`src/rtl/board_pkg.sv`:
```
// Shared cell encoding, FSM state type and opening-layout function for board_store.
package board_pkg;

    localparam logic [1:0] CELL_EMPTY = 2'd0;
    localparam logic [1:0] CELL_ATK   = 2'd1;
    localparam logic [1:0] CELL_DEF   = 2'd2;
    localparam logic [1:0] CELL_KING  = 2'd3;

    typedef enum logic [1:0] {
        ST_INIT = 2'd0,
        ST_IDLE = 2'd1,
        ST_MOVE = 2'd2
    } board_state_e;

    // Opening layout: full Hnefatafl setup for 11x11, a lone centred king otherwise.
    function automatic logic [1:0] start_cell(input int x, input int y, input int n);
        logic [1:0] c;
        c = CELL_EMPTY;
        if (n == 11) begin
            if ((x == 0 || x == 10) && y >= 3 && y <= 7) c = CELL_ATK;
            if ((y == 0 || y == 10) && x >= 3 && x <= 7) c = CELL_ATK;
            if ((x == 1 || x == 9) && y == 5) c = CELL_ATK;
            if ((y == 1 || y == 9) && x == 5) c = CELL_ATK;
            if (y == 5 && (x == 3 || x == 4 || x == 6 || x == 7)) c = CELL_DEF;
            if (x == 5 && (y == 3 || y == 4 || y == 6 || y == 7)) c = CELL_DEF;
            if ((x == 4 || x == 6) && (y == 4 || y == 6)) c = CELL_DEF;
            if (x == 5 && y == 5) c = CELL_KING;
        end else if (x == n / 2 && y == n / 2) begin
            c = CELL_KING;
        end
        return c;
    endfunction

endpackage

```
`src/rtl/board_move_check.sv`:
```
// Combinational move legality: in range, distinct squares, occupied source,
// empty destination, straight line. Path clearance is left to the rules engine.
module board_move_check
    import board_pkg::*;
#(
    parameter int BOARD_N = 11,
    parameter int COORD_W = 4,
    parameter int CELL_W  = 2
) (
    input  logic [COORD_W-1:0] sx,
    input  logic [COORD_W-1:0] sy,
    input  logic [COORD_W-1:0] dx,
    input  logic [COORD_W-1:0] dy,
    input  logic [CELL_W-1:0]  src_cell,
    input  logic [CELL_W-1:0]  dst_cell,
    output logic               legal
);

    localparam logic [COORD_W:0] LIMIT = (COORD_W+1)'(BOARD_N);

    logic in_rng;
    logic same_sq;
    logic straight;

    assign in_rng   = ({1'b0, sx} < LIMIT) && ({1'b0, sy} < LIMIT) &&
                      ({1'b0, dx} < LIMIT) && ({1'b0, dy} < LIMIT);
    assign same_sq  = (sx == dx) && (sy == dy);
    assign straight = (sx == dx) || (sy == dy);

    assign legal = in_rng && !same_sq && straight &&
                   (src_cell != CELL_W'(CELL_EMPTY)) &&
                   (dst_cell == CELL_W'(CELL_EMPTY));

endmodule

```
`src/rtl/board_store.sv`:
```
// board_store: BOARD_N x BOARD_N cell store with combinational read ports, a direct
// write port, opening-layout loader and atomic moves. Macro BOARD_MOVE_CHECK_EN enables legality checks.
module board_store
    import board_pkg::*;
#(
    parameter int BOARD_N  = 11,
    parameter int COORD_W  = 4,
    parameter int CELL_W   = 2,
    parameter int RD_PORTS = 2
) (
    input  logic                         clk,
    input  logic                         rst,
    input  logic [RD_PORTS*COORD_W-1:0]  rd_x,
    input  logic [RD_PORTS*COORD_W-1:0]  rd_y,
    output logic [RD_PORTS*CELL_W-1:0]   rd_data,
    input  logic                         wr_en,
    input  logic [COORD_W-1:0]           wr_x,
    input  logic [COORD_W-1:0]           wr_y,
    input  logic [CELL_W-1:0]            wr_data,
    input  logic                         mv_valid,
    output logic                         mv_ready,
    input  logic [COORD_W-1:0]           mv_sx,
    input  logic [COORD_W-1:0]           mv_sy,
    input  logic [COORD_W-1:0]           mv_dx,
    input  logic [COORD_W-1:0]           mv_dy,
    output logic                         mv_done,
    output logic                         mv_err,
    input  logic                         init_req,
    output logic                         busy,
    output board_state_e                 dbg_state
);

    localparam int CELLS = BOARD_N * BOARD_N;
    localparam int IDX_W = (CELLS > 1) ? $clog2(CELLS) : 1;
    localparam logic [IDX_W-1:0] LAST_IDX = IDX_W'(CELLS - 1);

    function automatic logic in_range(input logic [COORD_W-1:0] x, input logic [COORD_W-1:0] y);
        return ({1'b0, x} < (COORD_W+1)'(BOARD_N)) && ({1'b0, y} < (COORD_W+1)'(BOARD_N));
    endfunction

    function automatic logic [IDX_W-1:0] cell_idx(input logic [COORD_W-1:0] x, input logic [COORD_W-1:0] y);
        return IDX_W'(y) * IDX_W'(BOARD_N) + IDX_W'(x);
    endfunction

    board_state_e          state_q, state_d;
    logic [IDX_W-1:0]      i_q, i_d;
    logic [CELL_W-1:0]     cells_q [CELLS];
    logic [CELL_W-1:0]     cells_d [CELLS];
    logic [COORD_W-1:0]    sx_q, sx_d, sy_q, sy_d, dx_q, dx_d, dy_q, dy_d;
    logic                  mv_done_q, mv_done_d;
    logic                  mv_err_q, mv_err_d;

    logic                  src_ok, dst_ok, move_legal;
    logic [IDX_W-1:0]      src_idx, dst_idx, wr_idx;
    logic [CELL_W-1:0]     src_cell, dst_cell;

    assign src_ok   = in_range(sx_q, sy_q);
    assign dst_ok   = in_range(dx_q, dy_q);
    assign src_idx  = cell_idx(sx_q, sy_q);
    assign dst_idx  = cell_idx(dx_q, dy_q);
    assign wr_idx   = cell_idx(wr_x, wr_y);
    assign src_cell = src_ok ? cells_q[src_idx] : '0;
    assign dst_cell = dst_ok ? cells_q[dst_idx] : '0;

`ifdef BOARD_MOVE_CHECK_EN
    board_move_check #(
        .BOARD_N (BOARD_N),
        .COORD_W (COORD_W),
        .CELL_W  (CELL_W)
    ) u_move_check (
        .sx       (sx_q),
        .sy       (sy_q),
        .dx       (dx_q),
        .dy       (dy_q),
        .src_cell (src_cell),
        .dst_cell (dst_cell),
        .legal    (move_legal)
    );
`else
    assign move_legal = src_ok && dst_ok;
`endif

    // Out-of-range read coordinates return empty instead of aliasing another cell.
    always_comb begin
        rd_data = '0;
        for (int p = 0; p < RD_PORTS; p++) begin
            if (in_range(rd_x[p*COORD_W +: COORD_W], rd_y[p*COORD_W +: COORD_W])) begin
                rd_data[p*CELL_W +: CELL_W] =
                    cells_q[cell_idx(rd_x[p*COORD_W +: COORD_W], rd_y[p*COORD_W +: COORD_W])];
            end
        end
    end

    // Move handshake: a request transfers on a rising edge where mv_valid && mv_ready.
    // mv_ready is high only in IDLE with no competing write or reload that cycle;
    // mv_valid may be held across cycles and is consumed exactly once per transfer.
    always_comb begin
        state_d   = state_q;
        i_d       = i_q;
        cells_d   = cells_q;
        sx_d      = sx_q;
        sy_d      = sy_q;
        dx_d      = dx_q;
        dy_d      = dy_q;
        mv_done_d = 1'b0;
        mv_err_d  = 1'b0;
        mv_ready  = 1'b0;
        case (state_q)
            ST_INIT: begin
                for (int c = 0; c < CELLS; c++) begin
                    if (IDX_W'(c) == i_q) begin
                        cells_d[c] = CELL_W'(start_cell(c % BOARD_N, c / BOARD_N, BOARD_N));
                    end
                end
                i_d = i_q + IDX_W'(1);
                if (i_q == LAST_IDX) begin
                    state_d = ST_IDLE;
                    i_d     = '0;
                end
            end
            ST_IDLE: begin
                mv_ready = !wr_en && !init_req;
                if (init_req) begin
                    state_d = ST_INIT;
                    i_d     = '0;
                end else if (wr_en) begin
                    for (int c = 0; c < CELLS; c++) begin
                        if (in_range(wr_x, wr_y) && IDX_W'(c) == wr_idx) cells_d[c] = wr_data;
                    end
                end else if (mv_valid) begin
                    sx_d    = mv_sx;
                    sy_d    = mv_sy;
                    dx_d    = mv_dx;
                    dy_d    = mv_dy;
                    state_d = ST_MOVE;
                end
            end
            ST_MOVE: begin
                // Clear source before writing destination so a self-move leaves the cell intact.
                if (move_legal) begin
                    for (int c = 0; c < CELLS; c++) begin
                        if (IDX_W'(c) == src_idx) cells_d[c] = '0;
                    end
                    for (int c = 0; c < CELLS; c++) begin
                        if (IDX_W'(c) == dst_idx) cells_d[c] = src_cell;
                    end
                end
                mv_done_d = 1'b1;
`ifdef BOARD_MOVE_CHECK_EN
                mv_err_d  = !move_legal;
`endif
                state_d   = ST_IDLE;
            end
            default: begin
                state_d = ST_INIT;
                i_d     = '0;
            end
        endcase
    end

    always_ff @(posedge clk or posedge rst) begin
        if (rst) begin
            state_q   <= ST_INIT;
            i_q       <= '0;
            for (int c = 0; c < CELLS; c++) cells_q[c] <= '0;
            sx_q      <= '0;
            sy_q      <= '0;
            dx_q      <= '0;
            dy_q      <= '0;
            mv_done_q <= 1'b0;
            mv_err_q  <= 1'b0;
        end else begin
            state_q   <= state_d;
            i_q       <= i_d;
            cells_q   <= cells_d;
            sx_q      <= sx_d;
            sy_q      <= sy_d;
            dx_q      <= dx_d;
            dy_q      <= dy_d;
            mv_done_q <= mv_done_d;
            mv_err_q  <= mv_err_d;
        end
    end

    assign mv_done   = mv_done_q;
    assign mv_err    = mv_err_q;
    assign busy      = (state_q != ST_IDLE);
    assign dbg_state = state_q;

endmodule
```
`config.mk`:
```
export PLATFORM = sky130hd
export DESIGN_NAME = board_store
export DESIGN_NICKNAME = d
export VERILOG_FILES = /design/src/rtl/board_pkg.sv /design/src/rtl/board_move_check.sv /design/src/rtl/board_store.sv
export SDC_FILE = /design/constraint.sdc
export NUM_CORES = 1
export LEC_CHECK = 0
export BUFFER_PORTS_ARGS = -buffer_cell sky130_fd_sc_hd__buf_2
export CAP_MARGIN = 0
export CORE_AREA = 2 2 320 322
export CTS_CLUSTER_SIZE = 8
export DETAILED_ROUTE_END_ITERATION = 8
export DIE_AREA = 0 0 322 324
export GPL_ROUTABILITY_DRIVEN = 1
export PLACE_DENSITY_LB_ADDON = 0.08
export SYNTH_ARGS = -nofsm -noshare
export SYNTH_HDL_FRONTEND = slang
export SYNTH_HIERARCHICAL = 1
export SYNTH_SLANG_ARGS = --single-unit
export TNS_END_PERCENT = 20
```
`constraint.sdc`:
```
create_clock -name clk -period 24.7 [get_ports clk]
set_input_delay 3.705 -clock clk [delete_from_list [all_inputs] [get_ports clk]]
set_output_delay 3.705 -clock clk [all_outputs]
set_load 0.05 [all_outputs]
```
==> results.sh, run 1 <==
export IMPL_port_buffers=55
export IMPL_cts_buffer_depth=3
export IMPL_synthArstFlopShare=1.00
export IMPL_finalNetCount=3004
export IMPL_pre_cts_ws_ns=12.55
export IMPL_slew_headroom=0.0341
export IMPL_tns_ns=0
export IMPL_fin_util=0.299
export IMPL_hold_slack_ns=0.558
export IMPL_synth_fp_nets=3069
export IMPL_slowest_stage="xnor2_2"
export IMPL_grt_use_total=0.299
export IMPL_crit_family="adder cells"
export IMPL_cts_tree="built"
export IMPL_drt_first_pass_iters=6
export IMPL_start_kind="primary input"
export IMPL_endpoint_kind="output pin"
export IMPL_drv_cap=0
export IMPL_synth_cell_types=87
export IMPL_grt_pass1_wl_mm=221
export IMPL_crit_top_cell="ha_1"
export IMPL_core_area_um2=101000
export IMPL_cts_hold_buf=0
export IMPL_drtIter0Drc=4212
export IMPL_drive_gt1_frac=0.198
export IMPL_area_growth_pct=12.0
export IMPL_cts_buffers=41
export IMPL_root_buffer="clkbuf_16"
export IMPL_switchingPower_uw=500
export IMPL_path_clk_slew_ns=0.06
export IMPL_die_w_um=322
export IMPL_vias_per_cell=6.87
export IMPL_slew_violations=0
export IMPL_wl_per_cell_um=38.0
export IMPL_power_frac_seq=0.323
export IMPL_worstSkewPairLatency_ns=0.62
export IMPL_powerDensity_nw_per_um2=45.1
export IMPL_dp_hpwl_mm=112
export IMPL_ys_warn_count=6
export IMPL_min_path_type="register to register"
export IMPL_num_rows=117
export IMPL_worst_path_buf_inv=4
export IMPL_fmax_mhz=81.7
export IMPL_ir_worst_vdd_mv=0.0434
export IMPL_diodes=0
export IMPL_grt_max_degree=151
export IMPL_drtAntennaViolNets=0
export IMPL_routed_wl_mm=159
export IMPL_critPathMaxFanout=13
export IMPL_clock_sinks=268
export IMPL_syn_area_um2=27000
export IMPL_finalCritPeriodShare=0.495
export IMPL_clockPowerShare=0.403
export IMPL_worstPathCellList="buf_2 > ha_1 > ha_1 > inv_1 > fa_1 > inv_1 > ha_1 > a21oi_1 > xnor2_2 > mux2i_1 > mux2_2 > mux4_2 > o31ai_1 > buf_2"
export IMPL_synth_edf_count=0
export IMPL_hold_viol_final=0
export IMPL_ys_ff_latch=268
export IMPL_ys_seq_area_frac=0.249
export IMPL_setup_ws_ns=12.47
export IMPL_synth_ff_type="dfrtp_1"
export IMPL_internal_power_uw=861
export IMPL_antenna_found_initial=4
export IMPL_start_util=0.267
export IMPL_avgSynthCellArea_um2=9.24
export IMPL_period_minus_slack_ns=12.23
export IMPL_syn_inst=2918
export IMPL_critPathKind="primary input to output pin"
export IMPL_p_leak_uw=0.0110
export IMPL_max_slew_worst_pin_slew_ns=1.45
export IMPL_setup_viol=0
export IMPL_cts_resized_gates=0
export IMPL_status="finished clean"
export IMPL_die_h_um=324
export IMPL_pwr_share_comb=0.274
export IMPL_cts_htree_levels=2
export IMPL_grt_overflow_total=0
export IMPL_post_route_drc_count=0
export IMPL_fp_dieArea_um2=104000
export IMPL_crit_path_max_incr_delay_ns=1.09
export IMPL_fin_skew_ns=0.0654
export IMPL_place_gp_congestion=0.934
export IMPL_arrival_ns=8.53
export IMPL_num_vias=28680
export IMPL_io_pins=57
export IMPL_grt_pass1_vias=26854
export IMPL_cts_setup_buffers=0
export IMPL_swShare=0.367
export IMPL_required_ns=21.00
export IMPL_p_total_uw=1360
export IMPL_rsz0062_at_grt="false"
## cells by family after synthesis
group | count (synthesis) | share of synthesized area
AOI/OAI and AO/OA | 1047 | 0.271
and+or+nand+nor | 829 | 0.157
buffers and inverters | 348 | 0.0560
muxes | 297 | 0.206
DFF | 268 | 0.249
adders and majority gates | 104 | 0.0524
xor gates and xnor gates | 24 | 0.00886
other | 1 | 0.000139
## synth_stat cells (all sizes together) (5+ instances only)
cell type,n,area [µm²]
a21o,8,60.1
o211ai,87,653
o31ai,20,150
mux2i,71,711
nor3b,5,42.5
clkbuf,185,694
nand2,196,736
xor2,11,104
buf,107,606
o2111ai,13,114
or4,43,323
a32oi,6,82.6
o41a,15,169
nor2,178,671
o41ai,45,462
nand2b,15,93.8
nand3,97,485
a21oi,163,823
o221ai,66,578
and2,84,526
a2111oi,5,47.6
ha,89,1110
mux4,205,4620
a211oi,26,240
a311oi,12,111
and3,24,150
dfrtp,268,6710
nor3,19,105
inv,55,206
nand3b,14,109
nor4,30,203
or2,6,37.5
a211o,5,43.8
a41oi,20,175
a221oi,92,856
nor2b,7,43.8
o311ai,5,43.8
xnor2,12,113
nand4,100,626
fa,15,300
o21ai,218,1090
a31oi,213,1330
mux2,21,236
## metal layers
layer / wire [µm] / track usage / part of all wire
met5: 31 / 0 / 0.00020
met4: 6700 / 0.110 / 0.042
met3: 19300 / 0.0936 / 0.12
met2: 65900 / 0.430 / 0.42
met1: 66700 / 0.417 / 0.42
## placed cells by master, fill, tap and decap left out, types with 15 or more instances in the layout
| cell | synthesis | final |
|---|---|---|
| nand2_1 | 196 | 195 |
| buf_2 | 46 | 55 |
| nor2_1 | 177 | 175 |
| mux2_2 | 21 | 21 |
| mux2i_1 | 71 | 71 |
| o41a_1 | 15 | 15 |
| nand3_1 | 97 | 94 |
| o211ai_1 | 87 | 87 |
| o21ai_1 | 74 | 70 |
| o31ai_1 | 20 | 20 |
| inv_1 | 55 | 54 |
| a221oi_1 | 84 | 84 |
| a31oi_1 | 213 | 213 |
| a41oi_1 | 20 | 20 |
| or4_1 | 43 | 43 |
| buf_4 | 23 | 128 |
| dfrtp_1 | 268 | 268 |
| nor4_1 | 29 | 27 |
| a21oi_1 | 161 | 156 |
| o41ai_1 | 36 | 36 |
| nand4_1 | 100 | 100 |
| and2_1 | 84 | 84 |
| and3_1 | 24 | 24 |
| o21ai_0 | 143 | 142 |
| o221ai_1 | 66 | 66 |
| mux4_2 | 205 | 205 |
| ha_1 | 89 | 80 |
| clkbuf_16 | 0 | 41 |
| nand2b_1 | 15 | 15 |
## power by group through the flow
stage,logic [µW],clock network (µW),registers (µW)
after CTS,370,555,439
after floorplan,234,0,447
after detailed placement,369,0,447
after global placement,367,0,447
after global routing,393,574,439
final,373,549,439
## area by class of cell
class / count / area [µm²]
Clock buffer: 50 / 1090
Fill cell: 10497 / 70800
Sequential cell: 268 / 6710
Tap cell: 1309 / 1640
Timing Repair Buffer: 184 / 1260
Multi-Input combinational cell: 2302 / 19300
Clock inverter: 5 / 53.8
Inverter: 56 / 218
## flip-flops by register name, indices dropped and copies added, names as in the netlist
signal     count
sx_q           4
dx_q           4
sy_q           4
mv_done        1
dbg_state      2
dy_q           4
cells_q      242
i_q            7
## stage by stage
| step | instances | cell area, µm² |
|---|---|---|
| after detailed placement | 4118 | 29100 |
| after floorplan | 2918 | 27000 |
| after global routing | 4174 | 30200 |
| final | 4174 | 30200 |
| after CTS | 4173 | 30200 |
| after global placement | 4118 | 29100 |
## tightest hold or removal path, stage by stage, from the launching register on
cell and delay, ns:
dfrtp_1 0.38, mux2i_1 0.08, o31ai_1 0.06
## final timing paths
kind / startpoint / end / slack, ns / cells past startpoint
worst max-delay path: rd_y[0] / rd_data[0] / 12.47 / 14
worst min-delay path: cells_q[91] / cells_q[91] / 0.56 / 2
worst max register to register: sy_q[0] / cells_q[118] / 18.16 / 13
worst min register to register: cells_q[91] / cells_q[91] / 0.56 / 2
max in group asynchronous: rst / cells_q[134] / 19.80 / 3
min in group asynchronous: rst / cells_q[161] / 3.31 / 2
Note: power is estimated with default switching activity, not from simulation.
==> run 2, diff against run 1 <==
Clock period 24.7 ns to 12.4 ns, I/O delays scaled along.
==> results.sh, run 2 (same netlist as run 1, synthesis figures left out) <==
export IMPL_p_total_uw=2730
export IMPL_cts_htree_levels=2
export IMPL_io_pins=57
export IMPL_cts_buffer_depth=3
export IMPL_worstSkewPairLatency_ns=0.62
export IMPL_slew_headroom=0.0421
export IMPL_num_rows=117
export IMPL_drt_first_pass_iters=5
export IMPL_r2r_slack_ns=5.95
export IMPL_cts_setup_buffers=0
export IMPL_cts_hold_buf=0
export IMPL_start_util=0.267
export IMPL_min_path_type="register to register"
export IMPL_grt_pass1_wl_mm=222
export IMPL_slew_violations=0
export IMPL_drv_cap=0
export IMPL_die_w_um=322
export IMPL_hold_slack_ns=0.558
export IMPL_rsz0062_at_grt="false"
export IMPL_status="finished clean"
export IMPL_grt_use_total=0.299
export IMPL_ir_worst_vdd_mv=0.0875
export IMPL_critPathKind="primary input to output pin"
export IMPL_drtAntennaViolNets=0
export IMPL_grt_max_degree=151
export IMPL_finalCritPeriodShare=0.690
export IMPL_cts_resized_gates=0
export IMPL_biggestRegsByFlops="cells_q: 242 flops, i_q: 7 flops"
export IMPL_antenna_found_initial=8
export IMPL_pre_cts_ws_ns=3.86
export IMPL_grt_pass1_vias=26806
export IMPL_top_register="cells_q"
export IMPL_setup_ws_ns=3.84
export IMPL_area_growth_pct=12.1
export IMPL_drive_gt1_frac=0.198
export IMPL_fmax_mhz=117
export IMPL_start_kind="primary input"
export IMPL_clock_sinks=268
export IMPL_path_clk_slew_ns=0.05
export IMPL_fin_skew_ns=0.0362
export IMPL_vias_per_cell=6.84
export IMPL_wl_per_cell_um=38.0
export IMPL_period_minus_slack_ns=8.56
export IMPL_num_vias=28590
export IMPL_hold_viol_final=0
export IMPL_root_buffer="clkbuf_16"
export IMPL_required_ns=10.54
export IMPL_largest_reg_flops=242
export IMPL_arrival_ns=6.70
export IMPL_port_buffers=55
export IMPL_placed_cells=4118
export IMPL_mostFrequentLayoutCells="dfrtp_1, a31oi_1, mux4_2"
export IMPL_critPathMaxFanout=13
export IMPL_powerDensity_nw_per_um2=90.2
export IMPL_endpoint_kind="output pin"
export IMPL_max_slew_worst_pin_slew_ns=1.43
export IMPL_tns_ns=0
export IMPL_dp_hpwl_mm=112
export IMPL_final_cells=4177
export IMPL_setup_viol=0
export IMPL_post_route_drc_count=0
export IMPL_cts_tree="built"
export IMPL_finalNetCount=3004
export IMPL_routed_wl_mm=159
export IMPL_die_h_um=324
export IMPL_core_area_um2=101000
export IMPL_cts_buffers=41
export IMPL_p_leak_uw=0.0110
export IMPL_drtIter0Drc=3968
export IMPL_fp_dieArea_um2=104000
export IMPL_grt_overflow_total=0
export IMPL_mostFrequentLayoutCell="dfrtp_1"
export IMPL_place_gp_congestion=0.920
-- run 2: cell count changes in the layout (fill, tap and decap cells not counted), sizes merged --
cell / previous run / this run
diode: 0 / 3
clkinvlp: 1 / 0
bufinv: 0 / 1
-- run 2: final cells by class --
type | count | area, µm²
sequential | 268 | 6710
timing repair buffer | 184 | 1260
multi-input combinational | 2302 | 19300
tap | 1309 | 1640
clock inverter | 5 | 80.1
clock buffer | 50 | 1070
fill | 10523 | 70800
inverter | 56 | 218
antenna | 3 | 7.51
-- run 2: report_power, final --
| group | internal (µW) | total (µW) | switching [µW] |
|---|---|---|---|
| clock network | 623 | 1110 | 486 |
| registers | 875 | 875 | 0 |
| logic | 229 | 743 | 514 |
-- run 2: critical path, stage by stage --
cell	delay, ns
buf_2	0.13
ha_1	0.30
ha_1	0.28
inv_1	0.05
fa_1	0.48
inv_1	0.05
ha_1	0.34
a21oi_1	0.14
xnor2_2	1.09
mux2i_1	0.28
mux2_2	0.37
mux4_2	0.50
o31ai_1	0.45
buf_2	0.36
-- run 2: worst paths after layout --
kind,from,to,depth (start not counted)
min,cells_q[107],cells_q[107],2
max,rd_y[0],rd_data[0],14
min in group asynchronous,rst,cells_q[174],2
min reg2reg,cells_q[107],cells_q[107],2
max in group asynchronous,rst,cells_q[119],3
max reg2reg,sy_q[0],cells_q[82],12
-- run 2: stage by stage --
| stage | utilization | instance area (µm²) |
|---|---|---|
| after floorplan | - | 27000 |
| after global placement | 0.288 | 29100 |
| after detailed placement | 0.288 | 29100 |
| after CTS | 0.299 | 30200 |
| after global routing | 0.299 | 30200 |
| final | 0.299 | 30200 |
-- run 2: metal layers --
layer | vias up | track usage | share of wire
li1 | 11702 | - | -
met1 | 14630 | 0.413 | 0.42
met2 | 1956 | 0.434 | 0.42
met3 | 296 | 0.0990 | 0.12
met4 | 6 | 0.105 | 0.040
met5 | - | 0 | 0.00026
